**config.mk**
```make
export PLATFORM = sky130hd
export DESIGN_NAME = adc_window_capture
export DESIGN_NICKNAME = d
export VERILOG_FILES = /design/src/rtl/adc_window_capture.sv
export SDC_FILE = /design/constraint.sdc
export NUM_CORES = 1
export LEC_CHECK = 0
export CAP_MARGIN = 15
export CORE_AREA = 2 2 186 188
export CTS_CLUSTER_DIAMETER = 150
export DETAILED_ROUTE_END_ITERATION = 7
export DIE_AREA = 0 0 188 190
export PLACE_DENSITY = 0.55
export SYNTH_ARGS = -nofsm -noshare
export SYNTH_HDL_FRONTEND = slang
export SYNTH_SLANG_ARGS = --single-unit
```
**constraint.sdc**
```tcl
create_clock -name fpga_clk -period 4.6 [get_ports fpga_clk]
set_clock_uncertainty 0.15 [all_clocks]
set_input_delay 0.92 -clock fpga_clk [delete_from_list [all_inputs] [get_ports fpga_clk]]
set_output_delay 0.92 -clock fpga_clk [all_outputs]
set_load 0.1 [all_outputs]
```
**src/rtl/adc_window_capture.sv**
```systemverilog
// adc_window_capture: accumulates ADC samples over each adc_en window and queues
// one tagged record per window in a first-word-fall-through FIFO.
module adc_window_capture #(
  parameter int DATA_W      = 12,
  parameter int MAX_SAMPLES = 255,
  parameter int FIFO_DEPTH  = 4
) (
  input  logic                          fpga_clk,
  input  logic                          rst_n,
  input  logic                          sys_init_ctrl,
  input  logic                          adc_en,
  input  logic [3:0]                    rf_sw,
  input  logic [9:0]                    rot_count,
  input  logic [DATA_W-1:0]             adc_data,
  input  logic                          adc_valid,
  output logic                          rec_valid,
  input  logic                          rec_ready,
  output logic [1:0]                    rec_chan,
  output logic [9:0]                    rec_rot,
  output logic [DATA_W+7:0]             rec_sum,
  output logic [7:0]                    rec_cnt,
  output logic                          rec_err,
  output logic [$clog2(FIFO_DEPTH):0]   fifo_level,
  output logic                          ovf
);
  localparam int AW = $clog2(FIFO_DEPTH);
  localparam int SW = DATA_W + 8;
  localparam int RW = 2 + 10 + SW + 8 + 1;
  typedef enum logic [1:0] {IDLE, ACQ, PUSH} state_t;
  state_t          r_state, w_next;
  logic            r_adc_en_q;
  logic [1:0]      r_chan;
  logic [9:0]      r_rot;
  logic [SW-1:0]   r_sum;
  logic [7:0]      r_cnt;
  logic            r_err;
  logic [RW-1:0]   r_mem [FIFO_DEPTH];
  logic [AW-1:0]   r_wptr, r_rptr;
  logic [AW:0]     r_level;
  logic            r_ovf;
  logic            w_open, w_take, w_bad, w_full, w_pop, w_push;
  logic [1:0]      w_chan;
  logic [RW-1:0]   w_head;
  always_comb begin
    w_chan = rf_sw == 4'b0010 ? 2'd1 : rf_sw == 4'b0100 ? 2'd2 : rf_sw == 4'b1000 ? 2'd3 : 2'd0;
    w_bad  = !$onehot(rf_sw);
    // a rise seen in PUSH opens the next window back-to-back
    w_open = adc_en & !r_adc_en_q & (r_state != ACQ);
    w_take = (r_state == ACQ) & adc_en & adc_valid;
    w_next = w_open ? ACQ : r_state == ACQ ? (adc_en ? ACQ : PUSH) : IDLE;
    rec_valid  = r_level != '0;
    w_full     = r_level == (AW+1)'(FIFO_DEPTH);
    w_pop      = rec_valid & rec_ready & !sys_init_ctrl;
    w_push     = (r_state == PUSH) & (!w_full | w_pop) & !sys_init_ctrl;
    w_head     = r_mem[r_rptr];
    {rec_chan, rec_rot, rec_sum, rec_cnt, rec_err} = rec_valid ? w_head : '0;
    fifo_level = r_level;
    ovf        = r_ovf;
  end
  always_ff @(posedge fpga_clk or negedge rst_n) begin
    if (!rst_n) begin
      r_state    <= IDLE;
      r_adc_en_q <= 1'b0;
      r_chan     <= '0;
      r_rot      <= '0;
      r_sum      <= '0;
      r_cnt      <= '0;
      r_err      <= 1'b0;
      r_wptr     <= '0;
      r_rptr     <= '0;
      r_level    <= '0;
      r_ovf      <= 1'b0;
    end else begin
      r_adc_en_q <= adc_en;
      r_state    <= sys_init_ctrl ? IDLE : w_next;
      if (w_open) begin
        r_chan <= w_chan;
        r_err  <= w_bad;
        r_rot  <= rot_count;
        r_sum  <= adc_valid ? SW'(adc_data) : '0;
        r_cnt  <= {7'd0, adc_valid};
      end else if (w_take) begin
        if (r_cnt < 8'(MAX_SAMPLES)) begin
          r_sum <= r_sum + SW'(adc_data);
          r_cnt <= r_cnt + 8'd1;
        end else begin
          r_err <= 1'b1;
        end
      end
      if (sys_init_ctrl) begin
        r_wptr  <= '0;
        r_rptr  <= '0;
        r_level <= '0;
        r_ovf   <= 1'b0;
      end else begin
        if (w_push) r_wptr <= r_wptr + AW'(1);
        if (w_pop) r_rptr <= r_rptr + AW'(1);
        r_level <= r_level + (AW+1)'(w_push) - (AW+1)'(w_pop);
        if ((r_state == PUSH) & w_full & !w_pop) r_ovf <= 1'b1;
      end
    end
  end
  always_ff @(posedge fpga_clk) begin
    if (w_push) r_mem[r_wptr] <= {r_chan, r_rot, r_sum, r_cnt, r_err};
  end
endmodule

```
==> flow_summary.ini <==
[run_status]
status = finished clean

[grt]
grt_pass1_wl_um = 32410
antenna_found_initial = 0
grt_max_degree = 29
grt_pass1_vias = 5466
grt_overflow = 0
grt_usage = 0.1171

[layout]
n_antenna_cell = 0
final_cell_mix = edfxtp_1, nand2_1, buf_4
drive_above_1_share = 0.2119
area_delta_synth_final_pct = 22.33
layout_commonest_cell = edfxtp_1
nets = 762
final.fill_count = 3281

[sta]
setup_tns_ns = 0
rsz0062_at_grt = no
slew_headroom = 0.3021
finalHoldViolCount = 0
finalCritPeriodShare = 0.7967
fmax_mhz = 272.9
worst_slew_pin_slew_ns = 1.044
fin_ws_ns = 0.9352
setup_violations = 0
layout_min_cycle_time_ns = 3.665
drv_slew = 0

[cts]
cts.path.max_buffers = 3
cts-resized-gates = 0
cts_tree = done
root_buffer = clkbuf_16
clock_sinks = 216
holdBufCountCts = 0
clk_latency_ns = 0.50
cts-htree-levels = 1
cts_setup_buffers = 0
cts_made_buffers = 24
clkTransAtPathRegs_ns = 0.06

[critical_path]
arrival_ns = 2.59
crit_fanout = 20
crit_top_cell = buf_4
required_ns = 3.53
cp_slowest_cell = dfrtp_2
critPathKind = reg2out
path_cells = buf_4 -> mux4_2 -> and2_1 -> buf_4
startpoint_type = flip-flop
critPathTopFamily = buffers and inverters
cp_num_buf_inv = 2
end_kind = output port
critPathMaxStageDelay_ns = 0.61

[synth]
syn_nets = 668
ys.warnings.count = 0
async_flop_share = 0.2407
syn_avg_cell_area_um2 = 15.27
yosys_register_bits = 216
ys_seq_area_frac = 0.6685
synth_edf_count = 164
synth_area_um2 = 9313
synth_ff_type = edfxtp_1
synth_cell_types = 51
synthCells = 610

[floorplan]
ios = 78
dieArea_um2 = 35720
die_w_um = 188
initial_utilization = 0.2743
coreArea_um2 = 33950
rows = 68
die_h_um = 190

[drt]
drt-pass1-iter-count = 5
post_drt_via_cell_ratio = 4.489
finalWirelength_um = 20650
drc = 0
vias = 5284
first_iter_violations = 255
detail-route-antenna-nets = 0
avgRoutedWirePerCell_um = 17.55

[placed_design]
hpwl_um = 13840
preCtsSetupSlack_ns = 0.7298
routabilityCongestion = 0.7564
port_buffers = 77

[worst_hold_path]
hp-class = in2async

[pwr]
p_leak_nw = 4.136
ir_worst_vdd_uv = 248.1
power.density_nw_per_um2 = 594.0

[run]
drv_cap = 0
stage by stage:
step | util | area [µm²] | power (mW) | instances | hold WS (ns)
6_report | 0.3356 | 11390 | 6.767 | 1177 | 0.3136
5_1_grt | 0.3356 | 11390 | 7.084 | 1177 | 0.3522
4_1_cts | 0.3356 | 11390 | 6.863 | 1177 | 0.3279
3_5_place_dp | 0.3125 | 10610 | 4.977 | 1133 | 0.3507
3_3_place_gp | 0.3125 | 10610 | 4.975 | 1133 | 0.3480
2_1_floorplan | - | 9313 | 4.389 | 610 | 0.3258
routing by layer:
metal / up-vias / share of wire / track usage
met5: - / 0 / 0
met4: 0 / 0.017 / 0.02392
met3: 28 / 0.041 / 0.01955
met2: 116 / 0.48 / 0.1997
met1: 2674 / 0.46 / 0.1576
li1: 2466 / - / -
cells in the mapped netlist, types with 2 or more instances:
cell type | instances | area share
edfxtp_1 | 164 | 0.53
nand2_1 | 61 | 0.025
dfrtp_1 | 52 | 0.14
and2_1 | 48 | 0.032
mux4_2 | 41 | 0.099
nor2_1 | 39 | 0.016
ha_1 | 23 | 0.031
clkbuf_1 | 20 | 0.0081
a21oi_1 | 17 | 0.0091
inv_1 | 15 | 0.0060
xnor2_1 | 14 | 0.013
o21ai_0 | 12 | 0.0064
a31oi_1 | 11 | 0.0074
xor2_1 | 10 | 0.0094
nand3_1 | 8 | 0.0043
a21o_1 | 7 | 0.0056
a211oi_1 | 6 | 0.0048
buf_2 | 6 | 0.0032
or3_1 | 5 | 0.0034
nand2b_1 | 4 | 0.0027
nor3_1 | 4 | 0.0021
and3_1 | 3 | 0.0020
fa_1 | 3 | 0.0064
nor2b_1 | 3 | 0.0020
a211o_1 | 2 | 0.0019
a21oi_2 | 2 | 0.0019
a32oi_1 | 2 | 0.0019
mux2i_1 | 2 | 0.0021
nand4_1 | 2 | 0.0013
o211ai_1 | 2 | 0.0016
o31ai_1 | 2 | 0.0016
sequential cells by signal, summed over array words and instances, names as in the netlist, 3 cells and up:
| signal | flops |
|---|---|
| r_rot | 10 |
| r_cnt | 8 |
| r_mem | 164 |
| fifo_level | 3 |
| r_sum | 20 |
logic make-up (layout without fill, tap and decap cells):
group / Yosys count / count (layout) / synth area share
buffers and inverters: 42 / 154 / 0.01787
xor gates and xnor gates: 24 / 24 / 0.02257
and+or+nand+nor: 187 / 187 / 0.09969
muxes: 44 / 44 / 0.1037
adders and majority gates: 26 / 26 / 0.03735
DFF: 216 / 216 / 0.6685
AOI/OAI and AO/OA: 71 / 71 / 0.05025
power by group:
group / switching (mW) / total, mW / internal, mW
logic: 1.75 / 2.44 / 0.696
registers: 0.170 / 2.45 / 2.28
clock network: 0.732 / 1.87 / 1.14
total: 2.65 / 6.77 / 4.12
area by class of cell:
| type | instances | area (µm²) | area share |
|---|---|---|---|
| timing repair buffer | 95 | 820.8 | 0.07205 |
| sequential | 216 | 6228 | 0.5467 |
| inverter | 15 | 56.30 | 0.004942 |
| multi-input combinational | 352 | 2933 | 0.2574 |
| clock inverter | 11 | 108.9 | 0.009555 |
| tap | 455 | 569.3 | 0.04997 |
| clock buffer | 33 | 675.6 | 0.05931 |
final timing paths:
check	startpoint	to	slack (ns)	cells after the start
worst max-delay path	r_rptr[0]	rec_err	0.94	4
worst min-delay path	rst_n	r_sum[5]	0.31	1
worst max register to register	fifo_level[2]	fifo_level[2]	1.90	11
worst min register to register	r_adc_en_q	r_state[0]	0.36	3
max in group asynchronous	rst_n	r_rptr[1]	3.08	2
min in group fpga_clk	r_adc_en_q	r_state[0]	0.36	3
(Power assumes the default switching activity.)
